## src/rtl/arith_engine.sv

```systemverilog
// Handshaked arithmetic engine: ADD, iterative shift-add MUL/MAC, accumulator CLR.
// One transaction at a time; result and ovf hold until the next completion.
module arith_engine #(
  parameter int unsigned WIDTH = 4,
  parameter int unsigned ACC_W = 12
) (
  input  logic             clk,
  input  logic             rst,
  input  logic             in_valid,
  output logic             in_ready,
  input  logic [1:0]       op,
  input  logic [WIDTH-1:0] a,
  input  logic [WIDTH-1:0] b,
  output logic             out_valid,
  input  logic             out_ready,
  output logic [ACC_W-1:0] result,
  output logic             ovf
);

  localparam int unsigned CW = $clog2(WIDTH + 1);

  typedef enum logic [1:0] {IDLE, BUSY, DONE} state_e;
  typedef enum logic [1:0] {OP_ADD, OP_MUL, OP_MAC, OP_CLR} op_e;

  state_e           state_q, state_d;
  op_e              op_q, op_d;
  logic [ACC_W-1:0] mcand_q, mcand_d;
  logic [WIDTH-1:0] mplier_q, mplier_d;
  logic [ACC_W-1:0] prod_q, prod_d;
  logic [CW-1:0]    cnt_q, cnt_d;
  logic [ACC_W-1:0] acc_q, acc_d;
  logic [ACC_W-1:0] result_q, result_d;
  logic             ovf_q, ovf_d;

  logic [ACC_W-1:0] prod_step;
  logic [ACC_W:0]   mac_sum;

  assign in_ready  = (state_q == IDLE) && !rst;
  assign out_valid = (state_q == DONE);
  assign result    = result_q;
  assign ovf       = ovf_q;

  always_ff @(posedge clk) begin
    if (rst) begin
      state_q  <= IDLE;
      op_q     <= OP_ADD;
      mcand_q  <= '0;
      mplier_q <= '0;
      prod_q   <= '0;
      cnt_q    <= '0;
      acc_q    <= '0;
      result_q <= '0;
      ovf_q    <= 1'b0;
    end else begin
      state_q  <= state_d;
      op_q     <= op_d;
      mcand_q  <= mcand_d;
      mplier_q <= mplier_d;
      prod_q   <= prod_d;
      cnt_q    <= cnt_d;
      acc_q    <= acc_d;
      result_q <= result_d;
      ovf_q    <= ovf_d;
    end
  end

  // The final partial-product step is folded into the completion edge so the
  // result lands exactly WIDTH edges after accept.
  assign prod_step = prod_q + (mplier_q[0] ? mcand_q : '0);
  assign mac_sum   = {1'b0, acc_q} + {1'b0, prod_step};

  always_comb begin
    state_d  = state_q;
    op_d     = op_q;
    mcand_d  = mcand_q;
    mplier_d = mplier_q;
    prod_d   = prod_q;
    cnt_d    = cnt_q;
    acc_d    = acc_q;
    result_d = result_q;
    ovf_d    = ovf_q;

    case (state_q)
      IDLE: begin
        if (in_valid && in_ready) begin
          op_d = op_e'(op);
          case (op_e'(op))
            OP_ADD: begin
              result_d = ACC_W'(a) + ACC_W'(b);
              ovf_d    = 1'b0;
              state_d  = DONE;
            end
            OP_CLR: begin
              acc_d    = '0;
              result_d = '0;
              ovf_d    = 1'b0;
              state_d  = DONE;
            end
            default: begin
              mcand_d  = ACC_W'(a);
              mplier_d = b;
              prod_d   = '0;
              cnt_d    = CW'(WIDTH);
              state_d  = BUSY;
            end
          endcase
        end
      end
      BUSY: begin
        prod_d   = prod_step;
        mcand_d  = mcand_q << 1;
        mplier_d = mplier_q >> 1;
        cnt_d    = cnt_q - CW'(1);
        if (cnt_q == CW'(1)) begin
          state_d = DONE;
          if (op_q == OP_MAC) begin
            acc_d    = mac_sum[ACC_W-1:0];
            result_d = mac_sum[ACC_W-1:0];
            ovf_d    = mac_sum[ACC_W];
          end else begin
            result_d = prod_step;
            ovf_d    = 1'b0;
          end
        end
      end
      DONE: begin
        if (out_ready) state_d = IDLE;
      end
      default: state_d = IDLE;
    endcase
  end

endmodule

```

## config.mk

```make
export PLATFORM = sky130hd
export DESIGN_NAME = arith_engine
export DESIGN_NICKNAME = d
export VERILOG_FILES = /design/src/rtl/arith_engine.sv
export SDC_FILE = /design/constraint.sdc
export NUM_CORES = 1
export LEC_CHECK = 0
export ABC_AREA = 1
export BUFFER_PORTS_ARGS = -buffer_cell sky130_fd_sc_hd__buf_2
export CORE_MARGIN = 4
export CORE_UTILIZATION = 45
export DETAILED_ROUTE_END_ITERATION = 6
export PLACE_DENSITY = 0.61
export SLEW_MARGIN = 10
export SYNTH_ARGS = -nofsm -noshare
export SYNTH_HDL_FRONTEND = slang
export SYNTH_SLANG_ARGS = --single-unit
```

## constraint.sdc

```tcl
create_clock -name clk -period 5.7 [get_ports clk]
set_input_delay 0.285 -clock clk [delete_from_list [all_inputs] [get_ports clk]]
set_output_delay 0.285 -clock clk [all_outputs]
set_load 0.005 [all_outputs]
```

After elaboration in Yosys (flattened, before gate mapping):

Index checks and enable logic that the tools add are counted.

* register bits after elaboration: 60
* input port bits: 14
* output and inout port bits: 15
* word-level logic and storage cells: 72

* $add $sub $neg: 4
* equality and inequality tests: 13
* multiplexer cells: 33
* reduce and logical (&&, ||, !) cells: 13

Operators with widths (count)
* $mux 12: 12
* $pmux 12 s2: 5
* $add 12x12->13: 1
* $add 12x12->12: 1
* $mux 2: 4
* $mux 4: 2
* $ne 2x2->1 const B: 4
* $pmux 4 s2: 1
* $reduce_and 4->1: 2
* $eq 2x2->1 const B: 3
* $mux 3: 2
* $ne 2x1->1 const B: 3
* $pmux 2 s3: 1
* $pmux 3 s2: 1
* $reduce_and 3->1: 2
* $add 4x4->5: 1
* $reduce_and 5->1: 1
* $logic_not 2->1: 2
* $mux 1: 4
* $eq 3x1->1 const B: 1
* $ne 3x1->1 const B: 1
* $sub 3x1->3 const B: 1
* $eq 2x1->1 const B: 1
* $logic_and 1x1->1: 2
* other kinds (5): 5

Longest topological paths before layout:

* depth after elaboration: 6
* gate-level depth with buffers: 22
* gate-level depth less buffers: 21

Worst setup path after synthesis:

OpenSTA, ideal clock, no wires.

* path kind: register -> register
* from: reg mplier_q[0]
* to: reg result_q[6] (netlist: result[6])
* setup time: 0.132 ns
* data arrival time: 2.734 ns
* data required time: 5.568 ns
* path slack: 2.833 ns
* cell stages (with the launch flop): 21
* buffers on the path: 1
* clock period less this slack: 2.867 ns
* cells stage by stage: dfxtp_1 > clkbuf_1 > nand2_1 > inv_1 > ha_1 > fa_1 > nand2_1 > nand3_1 > nand2_1 > xor2_1 > inv_1 > ha_1 > nand2_1 > inv_1 > nand2_1 > nand2_1 > a21oi_1 > xor2_1 > nand2_1 > nand3_1 > a21oi_1

* word-level cells in the longest chain between the ends: 6

RTL lines
* start: declaration: line 28 `logic [WIDTH-1:0] mplier_q, mplier_d;`
* start signal: assignment: line 58 `mplier_q <= mplier_d;`
* $mux 12 *: line 69 `assign prod_step = prod_q + (mplier_q[0] ? mcand_q : '0);`
* $add 12x12->12 *: line 69
* $add 12x12->13: line 70 `assign mac_sum = {1'b0, acc_q} + {1'b0, prod_step};`
* $mux 12 *: line 116 `if (op_q == OP_MAC) begin`
* $mux 12 *: line 114 `if (cnt_q == CW'(1)) begin`
* $pmux 12 s2 *: line 83 `case (state_q)`
* end signal: assignment: line 62 `result_q <= result_d;`
* end: declaration: line 32 `logic [ACC_W-1:0] result_q, result_d;`

Every way passes the cells marked *; elsewhere a longest branch is shown, timed or not. The select of a mux whose other input is x is not followed.
A chain may end at the register's enable or synchronous reset.

Worst setup path in the final report:

Same ends and word-level chain as after synthesis.

==> results.yml <==
status:
  status: "finished clean"
placement:
  numPortBuffers: 28
  place_hpwl_um: 7469
  gp_congestion: 0.9145
logic_synthesis:
  async_flop_share: 0
  ys_seq_area_frac: 0.3008
  synth_top_cells_by_area: "dfxtp_1, nand2_1, ha_1"
  synthCells: 614
  ys.flop_type: "dfxtp_1"
  synthTopCellsByCount: "nand2_1, inv_1, a21oi_1"
  synth_top_area_cell: "dfxtp_1"
  synth-edff-count: 0
  ys_ff_latch: 60
  syn-num-nets: 663
  synth_most_common_cell: "nand2_1"
  syn_area_per_cell_sq_um: 6.503
  yosysTopAreaCellShare: 0.3008
  synth.distinct_cells: 39
  mappedNetlistArea_sq_um: 3993
  yosys_warnings: 0
floorplan:
  die_h_um: 102.2
  initial_core_util: 0.4601
  pin_count: 29
  die_area_sq_um: 10440
  placementRows: 34
  core-area_sq_um: 8678
  fp.dieW_um: 102.2
pwr:
  switching_power_uw: 260.9
  power.total_uw: 953.0
  clockPowerShare: 0.418
  seq_power_share: 0.460
  peakVddDrop_mv: 0.1334
  p_int_uw: 692.1
  cellPowerDensity_nw_per_um2: 215.8
  p_leak_uw: 0.002189
  p_sw_frac: 0.2738
  comb_power_share: 0.122
clock_network:
  cts_resized: 0
  cts_root_buffer: "clkbuf_8"
  cts_sinks: 60
  post_cts_buffers: 0
  h-tree-depth: 3
  path_clk_slew_ps: 70
  insertion_delay_ps: 340
  cts_made_buffers: 9
  clock_path_buffers: 2
  cts_tree: "done"
  postCtsHoldBufs: 0
min_path:
  hp-start: "a[0]"
  min_path_cells: 3
  hold_end: "mcand_q[0]"
  worst_hold_path_type: "in2reg"
final_layout:
  area_growth_pct: 10.59
  fill_cells: 947
  nets: 688
  drive_gt1_frac: 0.09938
  multi_input_area_sq_um: 2410
  register_area_sq_um: 1201
  num_antenna_cells: 0
timing:
  hold_viol_final: 0
  worst_slew_pin_slew_ps: 846.3
  rsz0062_at_grt: "no"
  layout_min_cycle_time_ps: 3247
  setup_viol: 0
  finClkSkew_ps: 7.082
  slew_headroom: 0.4333
  finalSetupTns_ps: 0
  slew_violations: 0
  fmax_mhz: 307.9
  finalCritPeriodShare: 0.5697
critical_path:
  crit_path_top_delay_cell: "dfxtp_1"
  worstReg2RegStart: "mplier_q[0]"
  endpoint_kind: "flip-flop"
  path_class: "reg2reg"
  rrSetupSlack_ps: 2450
  worstPathArrival_ps: 3440
  crit_path_start_kind: "flip-flop"
  max_stage_delay_ps: 550
  reg2regPathDepth: 16
  required_ps: 5900
  critPathMaxFanout: 13
  path_cells: "nand2_1, inv_1, ha_1, nand2_1, nand3_1, a21oi_1, xor2_1, inv_1, ha_1, a21oi_1, nand2_1, a21oi_1, xor2_1, nand2_1, nand3_1, a21oi_1"
  r2r_end: "result[6]"
routing:
  ant_nets: 0
  viasPerCell: 5.112
  dr.pass1.iters: 5
  routed_wl_um: 9858
  drc: 0
  routedWlPerCell_um: 13.11
  vias: 3844
  drt_first_iter_violations: 111
global_routing:
  grt_max_degree: 62
  grt_pass1_wl_um: 16750
  grt-ovfl-total: 0
  grt_pass1_vias: 3570
  track_usage: 0.2041
  antenna_found_initial: 0
run:
  drv_cap: 0
## through the flow
step / worst slack (ps) / cell area (sq um) / hold WS, ps / cells / util
2_1_floorplan: 2833 / 3993 / 432.2 / 614 / -
3_3_place_gp: 2531 / 4213 / 448.0 / 736 / 0.4854
3_5_place_dp: 2438 / 4213 / 452.2 / 736 / 0.4854
4_1_cts: 2411 / 4415 / 195.8 / 752 / 0.5088
5_1_grt: 2034 / 4415 / 197.1 / 752 / 0.5088
6_report: 2453 / 4415 / 210.4 / 752 / 0.5088
## critical path, delay by kind of cell (launching register included)
kind                       cells  cell delay, ps
buffers and inverters          2             180
DFF                            1             550
and+or+nand+nor                6             660
AOI/OAI and AO/OA              4             670
xor gates and xnor gates       2             420
adders and majority gates      2             620
## cells in the final DEF, fill, tap and decap left out, drive strengths merged, types with 2 or more instances in the layout
master / synthesis / routed
nand3b: 2 / 2
o21ai: 7 / 7
inv: 82 / 82
nor2: 34 / 34
a21o: 2 / 2
xnor2: 4 / 4
ha: 32 / 32
nand4: 6 / 6
or2: 2 / 2
a21oi: 64 / 64
clkinv: 1 / 3
clkbuf: 8 / 12
xor2: 10 / 10
nand3: 42 / 42
o21a: 2 / 2
o211ai: 2 / 2
a211oi: 2 / 2
nand2: 228 / 228
a31oi: 6 / 6
fa: 3 / 3
dfxtp: 60 / 60
buf: 8 / 30
## flip-flops by register name (all words and copies together), names as in the netlist
signal and cells:
cnt_q 3, acc_q 12, op_q 2, ovf 1, mcand_q 12, mplier_q 4
result 12, state_q 2, prod_q 12
## layout make-up
cell class,instances,share of cell area
sequential,60,0.2720
clock inverter,4,0.01077
timing repair buffer,30,0.03514
tap,108,0.03060
clock buffer,12,0.03514
multi-input combinational,455,0.5458
inverter,83,0.07056
## how the worst max path moves through the flow
stage | startpoint | endpoint | depth (start not counted)
3_3_place_gp | mplier_q[0] | result[6] | 16
2_1_floorplan | mplier_q[0] | result[6] | 20
6_report | mplier_q[0] | result[6] | 16
3_5_place_dp | mplier_q[0] | result[6] | 16
4_1_cts | mplier_q[0] | result[6] | 16
5_1_grt | mplier_q[0] | result[6] | 16
## power groups by stage
stage                     clock, uW  sequential, uW  combinational, uW
final                           398             439                116
after global routing            428             440                133
after CTS                       414             439                118
after detailed placement          0             448                118
after global placement            0             448                116
after floorplan                   0             447               81.6
## per-layer routing
metal / global-route usage / vias to the layer above / part of all wire
li1: - / 2015 / -
met1: 0.2681 / 1734 / 0.47
met3: 0.04096 / 20 / 0.038
met4: 0.08073 / 0 / 0.029
met2: 0.3293 / 75 / 0.46
met5: 0 / - / 0
## kinds of logic (layout without fill, tap and decap cells)
logic type | after synthesis | after routing | synth area share
AOI/OAI and AO/OA | 89 | 89 | 0.1232
xor gates and xnor gates | 14 | 14 | 0.03071
adders and majority gates | 35 | 35 | 0.1153
buffers and inverters | 99 | 129 | 0.09621
DFF | 60 | 60 | 0.3008
and+or+nand+nor | 317 | 317 | 0.3338
No activity file was read; power rests on OpenSTA's default activity.
